**src/rtl/fetch_pc_gen.sv**
```systemverilog
// Fetch-address generator: issues one fetch block per cycle to the I-cache and steers the PC on flush/predictor redirects.
// Optional performance counters are built when FETCH_PC_GEN_PERF_EN is defined.
`ifndef EXCEPTION_NOP
`define EXCEPTION_NOP 7'h00
`endif
`ifndef EXCEPTION_ADEF
`define EXCEPTION_ADEF 7'h08
`endif

module fetch_pc_gen #(
  parameter int          FETCH_WIDTH = 2,
  parameter logic [31:0] RESET_PC    = 32'h1c000000
) (
  input  logic                           clk,
  input  logic                           rst_n,
  input  logic                           stall,
  input  logic                           iuncache,
  input  logic                           flush,
  input  logic [31:0]                    flush_pc,
  input  logic                           bpu_taken,
  input  logic [31:0]                    bpu_target,
  output logic                           fetch_valid,
  input  logic                           fetch_ready,
  output logic [31:0]                    fetch_pc,
  output logic [FETCH_WIDTH-1:0]         fetch_mask,
  output logic [$clog2(FETCH_WIDTH):0]   fetch_count,
  output logic                           pc_is_exception,
`ifdef FETCH_PC_GEN_PERF_EN
  output logic [31:0]                    perf_fetch_blocks,
  output logic [31:0]                    perf_redirects,
`endif
  output logic [6:0]                     pc_exception_cause
);

  localparam int CW = $clog2(FETCH_WIDTH) + 1;

  typedef enum logic [1:0] {
    BOOT = 2'd0,
    RUN  = 2'd1,
    EXC  = 2'd2
  } state_t;

  state_t      state, next_state;
  logic [31:0] pc, next_pc;
  logic [CW-1:0] base_count;
  logic [CW-1:0] count;
  logic        misaligned;
  logic        accept;

  assign misaligned = (pc[1:0] != 2'b00);

  // Blocks end at the FETCH_WIDTH*4-byte boundary, so the slot offset shortens the block.
  generate
    if (FETCH_WIDTH == 1) begin : g_single
      assign base_count = CW'(1);
    end else begin : g_multi
      localparam int OW = $clog2(FETCH_WIDTH);
      logic [OW-1:0] slot;
      assign slot       = pc[OW+1:2];
      assign base_count = CW'(FETCH_WIDTH) - {1'b0, slot};
    end
  endgenerate

  assign count = (iuncache || misaligned) ? CW'(1) : base_count;

  always_comb begin
    fetch_mask = '0;
    for (int i = 0; i < FETCH_WIDTH; i++) begin
      fetch_mask[i] = (CW'(i) < count);
    end
  end

  assign fetch_valid        = (state == RUN) && !stall && !flush && !bpu_taken;
  assign accept             = fetch_valid && fetch_ready;
  assign fetch_pc           = pc;
  assign fetch_count        = count;
  assign pc_is_exception    = misaligned;
  assign pc_exception_cause = misaligned ? `EXCEPTION_ADEF : `EXCEPTION_NOP;

  always_ff @(posedge clk or negedge rst_n) begin
    if (!rst_n) begin
      state <= BOOT;
      pc    <= RESET_PC;
    end else begin
      state <= next_state;
      pc    <= next_pc;
    end
  end

  // Flush overrides everything, including the parked exception state; the predictor only steers in RUN.
  always_comb begin
    next_state = state;
    next_pc    = pc;
    if (flush) begin
      next_pc    = flush_pc;
      next_state = RUN;
    end else begin
      case (state)
        BOOT: next_state = RUN;
        RUN: begin
          if (bpu_taken) begin
            next_pc = bpu_target;
          end else if (accept) begin
            if (misaligned) next_state = EXC;
            else            next_pc    = pc + (32'(count) << 2);
          end
        end
        EXC:     next_state = EXC;
        default: next_state = BOOT;
      endcase
    end
  end

`ifdef FETCH_PC_GEN_PERF_EN
  always_ff @(posedge clk or negedge rst_n) begin
    if (!rst_n) begin
      perf_fetch_blocks <= '0;
      perf_redirects    <= '0;
    end else begin
      if (accept) perf_fetch_blocks <= perf_fetch_blocks + 32'd1;
      if (flush || (bpu_taken && state == RUN)) perf_redirects <= perf_redirects + 32'd1;
    end
  end
`endif

endmodule

```
**config.mk**
```make
export PLATFORM = sky130hd
export DESIGN_NAME = fetch_pc_gen
export DESIGN_NICKNAME = d
export VERILOG_FILES = /design/src/rtl/fetch_pc_gen.sv
export SDC_FILE = /design/constraint.sdc
export NUM_CORES = 1
export LEC_CHECK = 0
export CAP_MARGIN = 20
export CORE_ASPECT_RATIO = 0.6
export CORE_MARGIN = 4
export CORE_UTILIZATION = 35
export DETAILED_ROUTE_END_ITERATION = 12
export PLACE_DENSITY = 0.7
export SLEW_MARGIN = 20
export SYNTH_ARGS = -nofsm -noshare
export SYNTH_HDL_FRONTEND = slang
export SYNTH_SLANG_ARGS = --single-unit
export TNS_END_PERCENT = 20
```
**constraint.sdc**
```tcl
create_clock -name clk -period 5.45 [get_ports clk]
set_clock_uncertainty 0.1 [all_clocks]
set_input_delay 1.09 -clock clk [delete_from_list [all_inputs] [get_ports clk]]
set_output_delay 1.09 -clock clk [all_outputs]
set_load 0.03 [all_outputs]
```
## Word-level counts from Yosys, hierarchy flattened

Cells that the tools add are included.

| storage, ports and cells | value |
|---|---|
| register bits after elaboration | 34 |
| output and inout port bits | 45 |
| memories | 0 |
| logic and storage cells | 38 |
| input bits | 71 |
| bits in read-only memories | 0 |
| bits in writable memories | 0 |
| bits in latches | 0 |

| operators by class | value |
|---|---|
| equality and inequality tests | 6 |
| div/mod/pow operators | 0 |
| add/sub/neg operators | 2 |
| multipliers | 0 |
| bitwise logic cells | 0 |
| mux-type cells | 12 |
| $lt $le $gt $ge | 2 |
| shift-type cells | 0 |
| reduce and logical (&&, ||, !) cells | 14 |

Operators with widths:

| operator | number |
|---|---|
| 32-bit 2-to-1 mux | 5 |
| 32-bit by 4-bit adder with 32-bit output | 1 |
| 3-bit inequality test (second input constant) | 4 |
| 2-bit 2-to-1 mux | 5 |
| 2-bit one-hot mux with 3 select lines | 1 |
| 3-bit AND reduction | 2 |
| 1-bit logical AND | 4 |
| 1-bit by 2-bit < comparator with 1-bit output (first input constant) | 2 |
| 4-bit 2-to-1 mux | 1 |
| 2-bit nonzero test | 2 |
| 1-bit logical NOT | 3 |
| 3-bit nonzero test | 1 |
| 2-bit by 1-bit equality test with 1-bit output (second input constant) | 1 |
| 2-bit equality test (second input constant) | 1 |
| 2-bit logical NOT | 1 |
| 2-bit by 1-bit subtractor with 2-bit output (first input constant) | 1 |
| 1-bit logical OR | 1 |

## Longest topological paths before layout

| logic depth | value |
|---|---|
| depth after elaboration | 9 |
| gate-level depth with buffers | 10 |
| mapped depth without buffers | 9 |

## Least setup slack after synthesis

No wires, ideal clock.

| timing | value |
|---|---|
| path type | input-to-output |
| start | input bpu_taken |
| end | output fetch_valid |
| path buffers | 4 |
| arrival | 2690 ps |
| stages | 6 |
| required time | 4260 ps |
| path slack | 1570 ps |
| cells stage by stage | buf_2 -> or2_0 -> buf_2 -> buf_2 -> clkbuf_1 -> nor3b_1 |

| on the way | value |
|---|---|
| longest elaborated chain between the ends | 2 |

RTL lines:

| what | RTL line | text |
|---|---|---|
| start, declared | 20 | `input logic bpu_taken,` |
| 1-bit logical NOT | 73 | `assign fetch_valid = (state == RUN) && !stall && !flush && !bpu_taken;` |
| 1-bit logical AND | 73 |  |
| end, declared | 22 | `output logic fetch_valid,` |

No other way between the ends.

## Final worst setup path

Same ends and word-level chain as after synthesis.

==> reports/qor.yml <==
outcome:
  status: "completed"
sta:
  finalSetupTns_ns: 0
  slew_viol_final: 0
  finalWorstSetupSlack_ns: 1.18
  slew_headroom_pct: 42.7
  setup_viol: 0
  layout_min_cycle_time_ns: 4.27
  finalHoldViolCount: 0
  tightestPinTransition_ns: 0.859
  final.period_utilization_pct: 78.4
  grt_setup_unrepaired: "false"
  fmax_mhz: 234
yosys:
  synth-edff-count: 0
  ys.flop_type: "dfrtp_1"
  synthCells: 307
  async_flop_share_pct: 100
  ys_ff_latch: 34
  avgSynthCellArea_um2: 8.26
  seq_area_frac_synth_pct: 33.7
  yosysWarnings: 0
  syn_area_mm2: 0.00254
  ys_types: 56
pwr:
  p_clk_share_pct: 18.9
  seqPwrFrac_pct: 32.1
  p_sw_w: 0.000672
  pwr_density_cell_mw_per_mm2: 403
  leakage_nw: 1.45
  intPower_w: 0.000837
  switching_share_pct: 44.6
  p_comb_share_pct: 49.0
  ir_worst_vdd_mv: 0.180
detailed_routing:
  dr.pass1.iters: 5
  avgViaCountPerCell: 5.79
  drt_iter0_drc: 188
  postRouteAntennaNets: 0
  drt-total-wl_um: 8640
  drt-wirelength-per-cell_um: 17.8
  drc_errors: 0
  vias: 2813
cells_and_area:
  syn_to_final_growth_pct: 47.6
  nets: 472
  drive_above_1_share_pct: 6.27
  fill_cells: 642
  diodes: 0
place:
  dp_slack_ns: 1.19
  dp_hpwl_um: 6280
  portBuffers: 108
  place_congestion: 0.789
setup_path:
  worstSetupEndpointType: "output port"
  crit_path_max_fanout: 18
  critPathLaunchType: "primary input"
  arrival_ns: 3.08
  critPathRequiredTime_ns: 4.26
  path_class: "in2out"
flow_run:
  max_cap_violations: 0
clocking:
  cts_hold_buf: 0
  htreeDepth: 2
  cts_made_buffers: 5
  clockBufferDepth: 2
  cts_setup_buffers: 0
  insertion_delay_ns: 0.28
  ctsRootBufferMaster: "clkbuf_16"
  cts-resized-gates: 0
  cts_sinks: 34
  path_clk_slew_ns: 0.05
  cts_tree: "yes"
die:
  die_h_um: 73.9
  fp.dieW_um: 118
  ios: 116
  start_util_pct: 37.0
  dieArea_mm2: 0.00872
  rows: 23
  core-area_mm2: 0.00685
global_routing:
  gr-usage-all-layers_pct: 20.0
  grt_pass1_vias: 2630
  grt_overflow: 0
  grt_start_max_net_pins: 44
  antenna_found_initial: 0
  grt_pass1_wl_um: 14000
worst_hold_path:
  hp-class: "reg2reg"
[cells in the mapped netlist (4+ instances only)]
library cell   n  area [um^2]
a222oi_1       7         70.1
o31a_1         4         35.0
dfrtp_1       31          776
a22oi_1       12         90.1
nand3_1       11         55.1
inv_1         10         37.5
buf_4         12         90.1
mux2i_1        4         40.0
nand2_1       29          109
clkbuf_1      13         48.8
a21oi_1       12         60.1
o21ai_0       42          210
nor2_1        18         67.6
nand4_1        7         43.8
a221oi_1       4         35.0
nor4_1         4         25.0
a31oi_1        8         50.1
nor3_1         6         30.0
and3_1         6         37.5
buf_2          6         30.0
[state kept, by name, indices dropped and copies added (netlist names)]
signal and flops:
fetch_pc 32, state 2
[kinds of logic (layout without fill, tap and decap cells)]
group                    count (synthesis)  after routing  share of synthesized area (%)
buffers and inverters                   43            130                           8.78
AND/OR/NAND/NOR                        101            101                           22.1
AO/OA/AOI/OAI                          118            118                           31.3
flip-flops                              34             34                           33.7
adder cells (fa/ha/maj)                  3              3                           1.48
other                                    2              7                          0.296
XOR/XNOR                                 1              1                          0.345
multiplexers                             5              5                           2.02
[routing by layer]
layer	global-route usage, %	vias to the layer above	routed length [um]
li1	-	1353	-
met3	6.38	10	689
met5	0	-	0
met1	29.9	1329	4380
met4	3.51	0	59
met2	28.7	121	3510
[power by group through the flow]
stage	clock (W)	sequential [W]	combinational (W)
finish	0.000285	0.000485	0.000739
global route	0.000299	0.000506	0.000799
CTS	0.000288	0.000481	0.000741
detailed placement	0	0.000484	0.000740
global placement	0	0.000480	0.000725
floorplan	0	0.000602	0.000309
[cells in the final DEF (no fill, tap or decap), drive strengths merged, types with 6 or more instances in the layout]
cell type      count
a21oi             12
a222oi             7
a22oi             12
a31oi              8
and3               6
clkbuf             8
clkdlybuf4s50    107
conb               7
dfrtp             31
inv               10
nand2             30
nand3             11
nand4              9
nor2              18
nor3               7
nor4               6
o21ai             45
[path summary, 6_finish.rpt]
kind	from	end	slack, ns	depth (start not counted)
hold / removal	fetch_pc[26]	fetch_pc[26]	0.41	2
setup / recovery	bpu_taken	fetch_valid	1.18	4
hold reg to reg	fetch_pc[26]	fetch_pc[26]	0.41	2
setup reg to reg	fetch_pc[1]	fetch_pc[29]	2.20	9
max in group asynchronous	rst_n	fetch_pc[11]	3.92	1
min in group asynchronous	rst_n	fetch_pc[17]	0.80	1
[worst max-delay path, cell delays in order]
cell and delay, ns:
clkdlybuf4s50_1 0.72, or2_1 0.38, nor3b_1 0.20, clkdlybuf4s50_1 0.70
[stage by stage]
stage,instances,power (W),util [%],cell area [um^2],hold slack (ns)
after floorplan,312,0.000911,-,2550,0.409
after global placement,477,0.00121,52.4,3590,0.403
after detailed placement,477,0.00122,52.4,3590,0.401
after CTS,485,0.00151,54.5,3730,0.412
after global routing,486,0.00160,54.7,3740,0.434
final,486,0.00151,54.7,3740,0.412
[layout make-up]
type                            instances  area (um^2)  area share (%)
Clock buffer                            8          146            3.91
Sequential cell                        34          855            22.8
Timing Repair Buffer                  112         1110            29.6
Multi-Input combinational cell        235         1490            39.7
Tap cell                               87          109            2.91
Inverter                               10         37.5            1.00
Power figures use the tool's default switching activity.
